==> config.mk <==
export PLATFORM = sky130hd
export DESIGN_NAME = signed_divider_seq
export DESIGN_NICKNAME = d
export VERILOG_FILES = /design/src/rtl/calc_pkg.sv /design/src/rtl/signed_divider_seq_div_step.sv /design/src/rtl/signed_divider_seq.sv
export SDC_FILE = /design/constraint.sdc
export NUM_CORES = 1
export LEC_CHECK = 0
export CORE_AREA = 4 4 102 104
export DETAILED_ROUTE_END_ITERATION = 7
export DIE_AREA = 0 0 106 108
export GPL_TIMING_DRIVEN = 0
export PLACE_DENSITY = 0.6
export SYNTH_ARGS = -nofsm -noshare
export SYNTH_HDL_FRONTEND = slang
export SYNTH_SLANG_ARGS = --single-unit
==> constraint.sdc <==
create_clock -name clk -period 5.25 [get_ports clk]
set_input_delay 0.7875 -clock clk [delete_from_list [all_inputs] [get_ports clk]]
set_output_delay 0.7875 -clock clk [all_outputs]
set_load 0.01 [all_outputs]
==> src/rtl/calc_pkg.sv <==
// calc_pkg: definitions shared across the 8-bit calculator datapath.
//   - DEFAULT_WIDTH : default operand width for the arithmetic units
//   - div_state_t   : control states of the sequential divider
//   - negate/absVal : two's-complement helpers, also used by the add/sub unit
// The helpers work on a 32-bit word. Callers sign- or zero-extend their
// operands into word_t and size-cast the result back to their own width.
package calc_pkg;

  localparam int DEFAULT_WIDTH = 8;
  localparam int WORD_BITS     = 32;

  typedef logic [WORD_BITS-1:0] word_t;

  typedef enum logic [1:0] {
    IDLE,
    RUN,
    FIX,
    DONE
  } div_state_t;

  // Two's-complement negation (invert and add one).
  function automatic word_t negate(input word_t x);
    return ~x + word_t'(1);
  endfunction

  // Absolute value of a sign-extended word. The caller keeps enough bits that
  // the most-negative operand of its own width still has a magnitude that fits.
  function automatic word_t absVal(input word_t x);
    return x[WORD_BITS-1] ? negate(x) : x;
  endfunction

endpackage

==> src/rtl/signed_divider_seq_div_step.sv <==
// div_step: one combinational restoring-division step.
// The partial remainder and the next dividend bit are shifted together, and
// the divisor magnitude is trial-subtracted with a WIDTH+1-bit subtractor.
// The borrow out decides whether the subtraction is kept.
//   rem_i    [WIDTH-1:0] : current partial remainder (always < |b|)
//   dvdMsb_i             : dividend bit shifted in this step
//   bMag_i   [WIDTH:0]   : divisor magnitude (|b| may be 2^(WIDTH-1))
//   rem_o    [WIDTH-1:0] : partial remainder after this step
//   qBit_o               : quotient bit produced by this step
module div_step
  import calc_pkg::*;
#(
  parameter int WIDTH = DEFAULT_WIDTH
) (
  input  logic [WIDTH-1:0] rem_i,
  input  logic             dvdMsb_i,
  input  logic [WIDTH:0]   bMag_i,
  output logic [WIDTH-1:0] rem_o,
  output logic             qBit_o
);

  logic [WIDTH:0] shifted;
  logic [WIDTH:0] trial;
  logic           borrow;

  // A borrow means the shifted remainder is smaller than |b|, so the
  // subtraction is discarded. Whichever value is kept is below |b|, and
  // |b| <= 2^(WIDTH-1), so it fits back into WIDTH bits.
  always_comb begin
    shifted         = {rem_i, dvdMsb_i};
    {borrow, trial} = {1'b0, shifted} - {1'b0, bMag_i};
    qBit_o          = ~borrow;
    rem_o           = WIDTH'(qBit_o ? trial : shifted);
  end

endmodule

==> src/rtl/signed_divider_seq.sv <==
// signed_divider_seq: multi-cycle signed restoring divider, one quotient bit
// per clock. The result truncates toward zero: a = q*b + r, and r has the
// sign of a.
//   clk, rst_n   : clock; asynchronous active-low reset
//   start        : request, sampled only in IDLE
//   a, b         : signed dividend and divisor (WIDTH bits)
//   busy         : high in RUN and FIX
//   done         : one-cycle pulse; q, r and the flags are valid from then on
//   q, r         : signed quotient and remainder
//   div_by_zero  : b was zero (sticky until the next accept)
//   overflow     : most-negative / -1 (sticky until the next accept)
// Build option: defining DIV_FAST_ZERO_EN sends a zero dividend with a
// nonzero divisor straight to DONE. Without it, a zero dividend takes the
// full iteration.
module signed_divider_seq
  import calc_pkg::*;
#(
  parameter int WIDTH = DEFAULT_WIDTH
) (
  input  logic             clk,
  input  logic             rst_n,
  input  logic             start,
  input  logic [WIDTH-1:0] a,
  input  logic [WIDTH-1:0] b,
  output logic             busy,
  output logic             done,
  output logic [WIDTH-1:0] q,
  output logic [WIDTH-1:0] r,
  output logic             div_by_zero,
  output logic             overflow
);

  localparam int CW = (WIDTH > 1) ? $clog2(WIDTH) : 1;

  div_state_t       state_q;
  logic [CW-1:0]    cnt_q;
  logic [WIDTH-1:0] rem_q;
  logic [WIDTH-1:0] dvd_q;
  logic [WIDTH:0]   bMag_q;
  logic             signA_q;
  logic             signQ_q;
  logic             busy_q;
  logic             done_q;
  logic [WIDTH-1:0] q_q;
  logic [WIDTH-1:0] r_q;
  logic             dbz_q;
  logic             ovf_q;

  logic [WIDTH-1:0] rem_d;
  logic             qBit_d;
  logic [WIDTH-1:0] qFix;
  logic [WIDTH-1:0] rFix;
  logic             ovfFix;
  word_t            aExt;
  word_t            bExt;

  assign aExt = word_t'(signed'(a));
  assign bExt = word_t'(signed'(b));

  div_step #(.WIDTH(WIDTH)) u_step (
    .rem_i   (rem_q),
    .dvdMsb_i(dvd_q[WIDTH-1]),
    .bMag_i  (bMag_q),
    .rem_o   (rem_d),
    .qBit_o  (qBit_d)
  );

  // Sign fix-up. After the last step, dvd_q holds the magnitude quotient and
  // rem_q the magnitude remainder. A positive quotient of 2^(WIDTH-1) can
  // only come from most-negative / -1. It wraps to most-negative when
  // truncated to WIDTH bits and sets the overflow flag.
  always_comb begin
    qFix   = WIDTH'(signQ_q ? negate(word_t'(dvd_q)) : word_t'(dvd_q));
    rFix   = WIDTH'(signA_q ? negate(word_t'(rem_q)) : word_t'(rem_q));
    ovfFix = !signQ_q && (dvd_q == {1'b1, {(WIDTH-1){1'b0}}});
  end

  // Control FSM with registered outputs. The dividend register shifts left
  // every RUN cycle: its MSB feeds the step and the new quotient bit enters
  // at the LSB, so after WIDTH steps it holds the magnitude quotient.
  always_ff @(posedge clk or negedge rst_n) begin
    if (!rst_n) begin
      state_q <= IDLE;
      cnt_q   <= '0;
      rem_q   <= '0;
      dvd_q   <= '0;
      bMag_q  <= '0;
      signA_q <= 1'b0;
      signQ_q <= 1'b0;
      busy_q  <= 1'b0;
      done_q  <= 1'b0;
      q_q     <= '0;
      r_q     <= '0;
      dbz_q   <= 1'b0;
      ovf_q   <= 1'b0;
    end else begin
      case (state_q)
        IDLE: begin
          if (start) begin
            signA_q <= a[WIDTH-1];
            signQ_q <= a[WIDTH-1] ^ b[WIDTH-1];
            cnt_q   <= '0;
            rem_q   <= '0;
            dvd_q   <= WIDTH'(absVal(aExt));
            bMag_q  <= (WIDTH+1)'(absVal(bExt));
            dbz_q   <= 1'b0;
            ovf_q   <= 1'b0;
            if (b == '0) begin
              q_q     <= '0;
              r_q     <= a;
              dbz_q   <= 1'b1;
              done_q  <= 1'b1;
              state_q <= DONE;
            end
`ifdef DIV_FAST_ZERO_EN
            else if (a == '0) begin
              q_q     <= '0;
              r_q     <= '0;
              done_q  <= 1'b1;
              state_q <= DONE;
            end
`endif
            else begin
              busy_q  <= 1'b1;
              state_q <= RUN;
            end
          end
        end
        RUN: begin
          rem_q <= rem_d;
          dvd_q <= {dvd_q[WIDTH-2:0], qBit_d};
          cnt_q <= cnt_q + 1'b1;
          if (cnt_q == CW'(WIDTH-1)) begin
            state_q <= FIX;
          end
        end
        FIX: begin
          q_q     <= qFix;
          r_q     <= rFix;
          ovf_q   <= ovfFix;
          busy_q  <= 1'b0;
          done_q  <= 1'b1;
          state_q <= DONE;
        end
        DONE: begin
          done_q  <= 1'b0;
          state_q <= IDLE;
        end
        default: begin
          state_q <= IDLE;
        end
      endcase
    end
  end

  assign busy        = busy_q;
  assign done        = done_q;
  assign q           = q_q;
  assign r           = r_q;
  assign div_by_zero = dbz_q;
  assign overflow    = ovf_q;

endmodule

==> results.json, run 1 <==
{
  "die_area_um2": 11400,
  "io_pins": 39,
  "avgViaCountPerCell": 4.97,
  "slowest_stage": "or4b_4",
  "cts_setup_buffers": 0,
  "setup_viol": 0,
  "finalMaxSlewViolations": 0,
  "place_congestion": 0.841,
  "diodes": 0,
  "stdcell_count": 544,
  "synth-compound-area-share": 0.200,
  "synth_top_area_cell": "dfrtp_1",
  "synth_edf_count": 0,
  "drive_above_1_share": 0.0535,
  "start_util": 0.343,
  "placementRows": 36,
  "synth.yosys.warnings": 0,
  "grt_pass1_vias": 2696,
  "drt_pass1_iterations": 4,
  "async_reset_ff_frac": 1.00,
  "gr-total-overflow": 0,
  "vias": 2703,
  "worstPathArrival_ns": 2.89,
  "clock.fmax_ghz": 0.368,
  "fin_crit_sh": 0.518,
  "reg2reg_slack_ns": 2.90,
  "synth_seq_area_share": 0.398,
  "timing.hold.ws_ns": 0.382,
  "syn_area_um2": 3270,
  "clk_path_buf_depth": 2,
  "drv_cap": 0,
  "p_leak_nw": 1.68,
  "worstReg2RegStart": "state_q[1]",
  "drtIter0Drc": 163,
  "hold_path.class": "input port to asynchronous set/reset pin",
  "wirelength_um": 7670,
  "die-width_um": 106,
  "cts_hold_buf": 0,
  "status": "finished clean",
  "syn-num-nets": 406,
  "nNetsFinal": 450,
  "critical_path_peak_fanout": 10,
  "antenna_found_initial": 0,
  "synth.most_common_cell": "nand2_1",
  "synthMuxAreaShare": 0.0501,
  "die_y_um": 108,
  "final_util": 0.408,
  "tns_ns": 0,
  "startpoint_type": "input port",
  "final.setup.worst_slack_ns": 2.53,
  "placed_cells": 537,
  "finalHoldViolCount": 0,
  "vdd_drop_max_mv": 0.166,
  "grt_first_pass_wirelength_um": 13000,
  "synthXorXnorAreaFrac": 0.0643,
  "clkSinkCount": 52,
  "ant_nets": 0,
  "slew-limit-headroom": 0.574,
  "synth_cells": 367,
  "grt_usage": 0.139,
  "crit_required_ns": 5.42,
  "clock-root-buffer": "clkbuf_8",
  "clk_pin_slew_ns": 0.09,
  "portBuffers": 36,
  "grt_max_degree": 39,
  "dp_hpwl_um": 6040,
  "powerDensity_nw_per_um2": 590,
  "synthAdderAreaFrac": 0.0788,
  "synth-simple-area-share": 0.161,
  "cts_htree_levels": 2,
  "synth_top_family_by_area": "compound AO/OA/AOI/OAI gates",
  "period_needed_ns": 2.72,
  "cts_inserted_buffers": 5,
  "slowest_delay_ns": 0.51,
  "drc": 0,
  "rsz0062_at_grt": "no",
  "cp-end-kind": "flop",
  "yosysTopAreaCellShare": 0.398,
  "ys_seq_elements": 52,
  "coreArea_um2": 9550,
  "synth.area.top_cells": "dfrtp_1 (40%), ha_1 (7.3%), nand2_1 (6.8%)",
  "syn_to_final_growth_pct": 19.1,
  "netlist_top_cells_count": "nand2_1 (59), dfrtp_1 (52), o21ai_0 (43)",
  "reg2reg_depth": 7,
  "worst_slew_pin_slew_ns": 0.638,
  "pre_cts_slack_ns": 2.18,
  "ys.flop_type": "dfrtp_1",
  "cts_tree": "done",
  "clock_skew_ns": 0.00783,
  "r2r-end": "dvd_q[0]",
  "cp_cell_sequence": "clkdlybuf4s50_1, inv_1, ha_1, or4b_4, nor4b_4, a21oi_2, buf_4, nand2_1, o21ai_0",
  "syn_avg_cell_area_um2": 8.91,
  "clk_latency_ns": 0.30,
  "ys_types": 48,
  "routedWlPerCell_um": 14.1,
  "post_cts_resize_count": 0,
  "critical_path_class": "input port to flop"
}
cell families (layout without fill, tap and decap cells):
kind of cell	Yosys count	count (layout)
muxes	16	16
DFF	52	52
xor gates and xnor gates	24	24
AOI/OAI and AO/OA	106	106
adders and majority gates	20	20
buffers and inverters	38	82
and+or+nand+nor	111	111
final cells by class:
class	count	area (µm²)
inverters	22	82.6
repair buffers	37	375
multi-input cells	277	1810
clock buffers	5	68.8
flip-flops and latches	52	1300
plain buffers	16	73.8
clock inverters	2	12.5
fillers	981	5660
well taps	133	166
stage by stage:
step / power, mW / area, µm²
CTS: 2.32 / 3890
finish: 2.30 / 3890
global placement: 2.06 / 3800
global route: 2.54 / 3890
detailed placement: 2.09 / 3810
floorplan: 1.67 / 3270
registers in the layout, summed over array words and instances (netlist names):
| name | cells |
|---|---|
| div_by_zero | 1 |
| dvd_q | 8 |
| done | 1 |
| q | 8 |
| overflow | 1 |
| signQ_q | 1 |
| bMag_q | 9 |
| state_q | 2 |
| signA_q | 1 |
| busy | 1 |
| r | 8 |
| cnt_q | 3 |
| rem_q | 8 |
metal layers:
metal / vias up / wire length, µm / track usage
met3: 10 / 272 / 0.0239
met4: 0 / 113 / 0.0361
li1: 1371 / - / -
met2: 49 / 3640 / 0.244
met1: 1273 / 3640 / 0.178
met5: - / 0 / 0
worst max-delay path: cells and delay by family:
kind	cells	cell delay [ns]
adder cells (fa/ha/maj)	1	0.18
AND/OR/NAND/NOR	3	0.99
buffers and inverters	3	0.70
AO/OA/AOI/OAI	2	0.22
cell usage in the layout, fill, tap and decap left out, types with 3 or more instances in the layout:
master	netlist	layout
nand3_1	4	4
nand2b_1	8	8
nor3_1	3	3
mux2i_1	13	13
o31ai_1	6	6
a21oi_1	19	19
o21ai_0	43	43
buf_2	2	3
or3_1	4	4
xor2_1	13	13
nor2_1	17	17
nand2_1	59	59
clkdlybuf4s50_1	0	35
mux2_2	3	3
nor2b_1	5	5
o21ai_1	4	4
clkbuf_1	12	12
ha_1	19	19
dfrtp_1	52	52
o211ai_1	8	8
clkbuf_8	0	5
o311ai_0	3	3
xnor2_1	11	11
inv_1	22	22
worst max path at each step:
stage	end	slack, ns	cells past startpoint	start
2_1_floorplan	q[1]	2.93	8	b[0]
3_3_place_gp	bMag_q[6]	1.76	1	rst_n
3_5_place_dp	q[6]	2.18	9	b[0]
4_1_cts	q[6]	2.52	9	b[0]
5_1_grt	q[6]	2.34	9	b[0]
6_report	q[6]	2.53	9	b[0]
where the power goes:
part           total [mW]  switching [mW]  internal, mW  leakage, nW
sequential          0.727           0.150         0.577        0.657
combinational        1.34           0.750         0.595        0.980
clock               0.224           0.133        0.0907       0.0400
Power figures use the tool's default switching activity.
==> run 2, diff against run 1 <==
Clock period 5.25 ns to 2.8 ns, I/O delays scaled along.
==> results of run 2 <==
Same layout as run 1 (identical final DEF). Status: finished clean.
Main changes from that run: setup slack after placement 2.18 ns -> 0.0990 ns; setup slack after layout 2.53 ns -> 0.449 ns; hold slack 0.382 ns -> 0.0147 ns; register-to-register setup slack 2.90 ns -> 0.45 ns; total power 2.30 mW -> 4.30 mW; worst IR drop on VDD 0.166 mV -> 0.312 mV
==> run 3, diff against run 2 <==
Settings changed: PLACE_DENSITY 0.6 to 0.62.
Clock period 2.8 ns to 2.1 ns, I/O delays scaled along.
==> run 3 against run 2 <==
Against the previous run:
- combinational power grew 50%
- critical path type is now flop to flop
- clock skew grew 0.0022 ns
- global-route usage grew 0.81 points
- register-to-register slack lost 0.40 ns
- core utilization grew 2.5 points
- largest cell class unchanged
- wire length grew 7.8%
==> results.json, run 3 (synthesis results as in run 1) <==
{
  "die-width_um": 106,
  "reg2reg_depth": 7,
  "coreArea_um2": 9550,
  "diodes": 0,
  "critical_path_class": "flop to flop",
  "startpoint_type": "flop",
  "finalHoldViolCount": 0,
  "crit_start": "rem_q[2]",
  "routedWlPerCell_um": 14.9,
  "clk_pin_slew_ns": 0.10,
  "grt_pass1_vias": 2715,
  "worstReg2RegStart": "rem_q[2]",
  "critical_path_peak_fanout": 8,
  "setup_viol": 0,
  "vias": 2825,
  "cp-end-kind": "flop",
  "p_leak_nw": 1.80,
  "fin_crit_sh": 0.976,
  "gr-total-overflow": 0,
  "endpoint": "rem_q[2]",
  "regMostFlops": "bMag_q",
  "dp_hpwl_um": 6020,
  "swShare": 0.445,
  "start_util": 0.343,
  "die_area_um2": 11400,
  "power_frac_seq": 0.290,
  "drt_pass1_iterations": 4,
  "reg2reg_slack_ns": 0.05,
  "final_common_cell": "nand2_1",
  "power.combinational.fraction": 0.598,
  "powerDensity_nw_per_um2": 1530,
  "io_pins": 39,
  "placed_cells": 537,
  "wirelength_um": 8260,
  "grt_usage": 0.147,
  "largest_reg_flops": 9,
  "clock_skew_ns": 0.0100,
  "drive_above_1_share": 0.126,
  "clock.fmax_ghz": 0.488,
  "final_util": 0.433,
  "grt_max_degree": 39,
  "r2r-end": "rem_q[2]",
  "p_int_mw": 3.52,
  "syn_to_final_growth_pct": 26.5,
  "cts_htree_levels": 2,
  "nNetsFinal": 458,
  "final.setup.worst_slack_ns": 0.0500,
  "die_y_um": 108,
  "slew-limit-headroom": 0.636,
  "avgViaCountPerCell": 5.11,
  "place_congestion": 0.819,
  "cts_tree": "done",
  "status": "finished clean",
  "hold_path.class": "input port to flop",
  "antenna_found_initial": 0,
  "clkSinkCount": 52,
  "cts_inserted_buffers": 5,
  "placementRows": 36,
  "drv_cap": 0,
  "period_needed_ns": 2.05,
  "portBuffers": 36,
  "p_clk_frac": 0.112,
  "stdcell_count": 553,
  "drtIter0Drc": 152,
  "timing.hold.ws_ns": 0.389,
  "clock-root-buffer": "clkbuf_8",
  "finalMaxSlewViolations": 0,
  "ant_nets": 0,
  "mostFrequentLayoutCells": "nand2_1 (58), dfrtp_1 (50), o21ai_0 (39), clkdlybuf4s50_1 (32), inv_1 (20)",
  "drc": 0,
  "worstPathArrival_ns": 2.25,
  "clk_latency_ns": 0.31,
  "worst_slew_pin_slew_ns": 0.547,
  "grt_first_pass_wirelength_um": 13600,
  "worstHoldStart": "b[1]",
  "p_sw_mw": 2.82,
  "pre_cts_slack_ns": -0.503,
  "vdd_drop_max_mv": 0.439,
  "tns_ns": 0,
  "crit_required_ns": 2.30,
  "clk_path_buf_depth": 2
}
-- run 3: worst min path at each step --
| stage | to | slack, ns | cells after the start |
|---|---|---|---|
| after floorplan | bMag_q[0] | 0.02 | 0 |
| after detailed placement | r[7] | 0.25 | 1 |
| after global routing | bMag_q[1] | 0.41 | 3 |
| after global placement | q[5] | 0.46 | 2 |
| after CTS | bMag_q[7] | 0.42 | 3 |
| final | bMag_q[1] | 0.39 | 3 |
-- run 3: layer usage --
layer | up-vias | global-route usage | routed length, µm
met2 | 56 | 0.250 | 3970
met3 | 14 | 0.0263 | 275
met5 | - | 0 | 0
met1 | 1362 | 0.189 | 3800
li1 | 1393 | - | -
met4 | 0 | 0.0537 | 214
-- run 3: timing repair --
| action | CTS | global route |
|---|---|---|
| endpoints found under the hold margin | 14 | 0 |
| pin swaps | 2 | 4 |
| hold buffers | 1 | 0 |
| setup endpoints to repair | 33 | 35 |
| buffers inserted | 3 | 3 |
| gates cloned | 1 | 1 |
| resized for setup | 13 | 38 |
-- run 3: worst max-delay path: stages, from the launching register on --
cell and delay [ns]:
dfrtp_2 0.48, ha_1 0.38, o211ai_1 0.12, a21o_1 0.23, a211oi_4 0.29, buf_2 0.21, o2111ai_1 0.12, o311ai_1 0.12
-- run 3: final cells by class --
| type | instances | area, µm² |
|---|---|---|
| Clock buffer | 6 | 72.6 |
| Multi-Input combinational cell | 277 | 1930 |
| Clock inverter | 2 | 38.8 |
| Timing Repair Buffer | 46 | 454 |
| Sequential cell | 52 | 1300 |
| Buffer | 15 | 88.8 |
| Fill cell | 975 | 5410 |
| Inverter | 22 | 82.6 |
| Tap cell | 133 | 166 |
-- run 3: power by group through the flow --
stage	combinational, mW	sequential, mW	clock, mW
after CTS	3.48	1.82	0.734
after floorplan	2.36	1.82	0
after global placement	3.31	1.83	0
after global routing	4.23	1.91	0.778
final	3.79	1.84	0.712
after detailed placement	3.40	1.85	0
-- run 3: metrics by stage --
step | power [mW] | area, µm²
floorplan | 4.18 | 3270
global placement | 5.14 | 3800
detailed placement | 5.25 | 3810
CTS | 6.03 | 4000
global route | 6.91 | 4140
finish | 6.34 | 4140
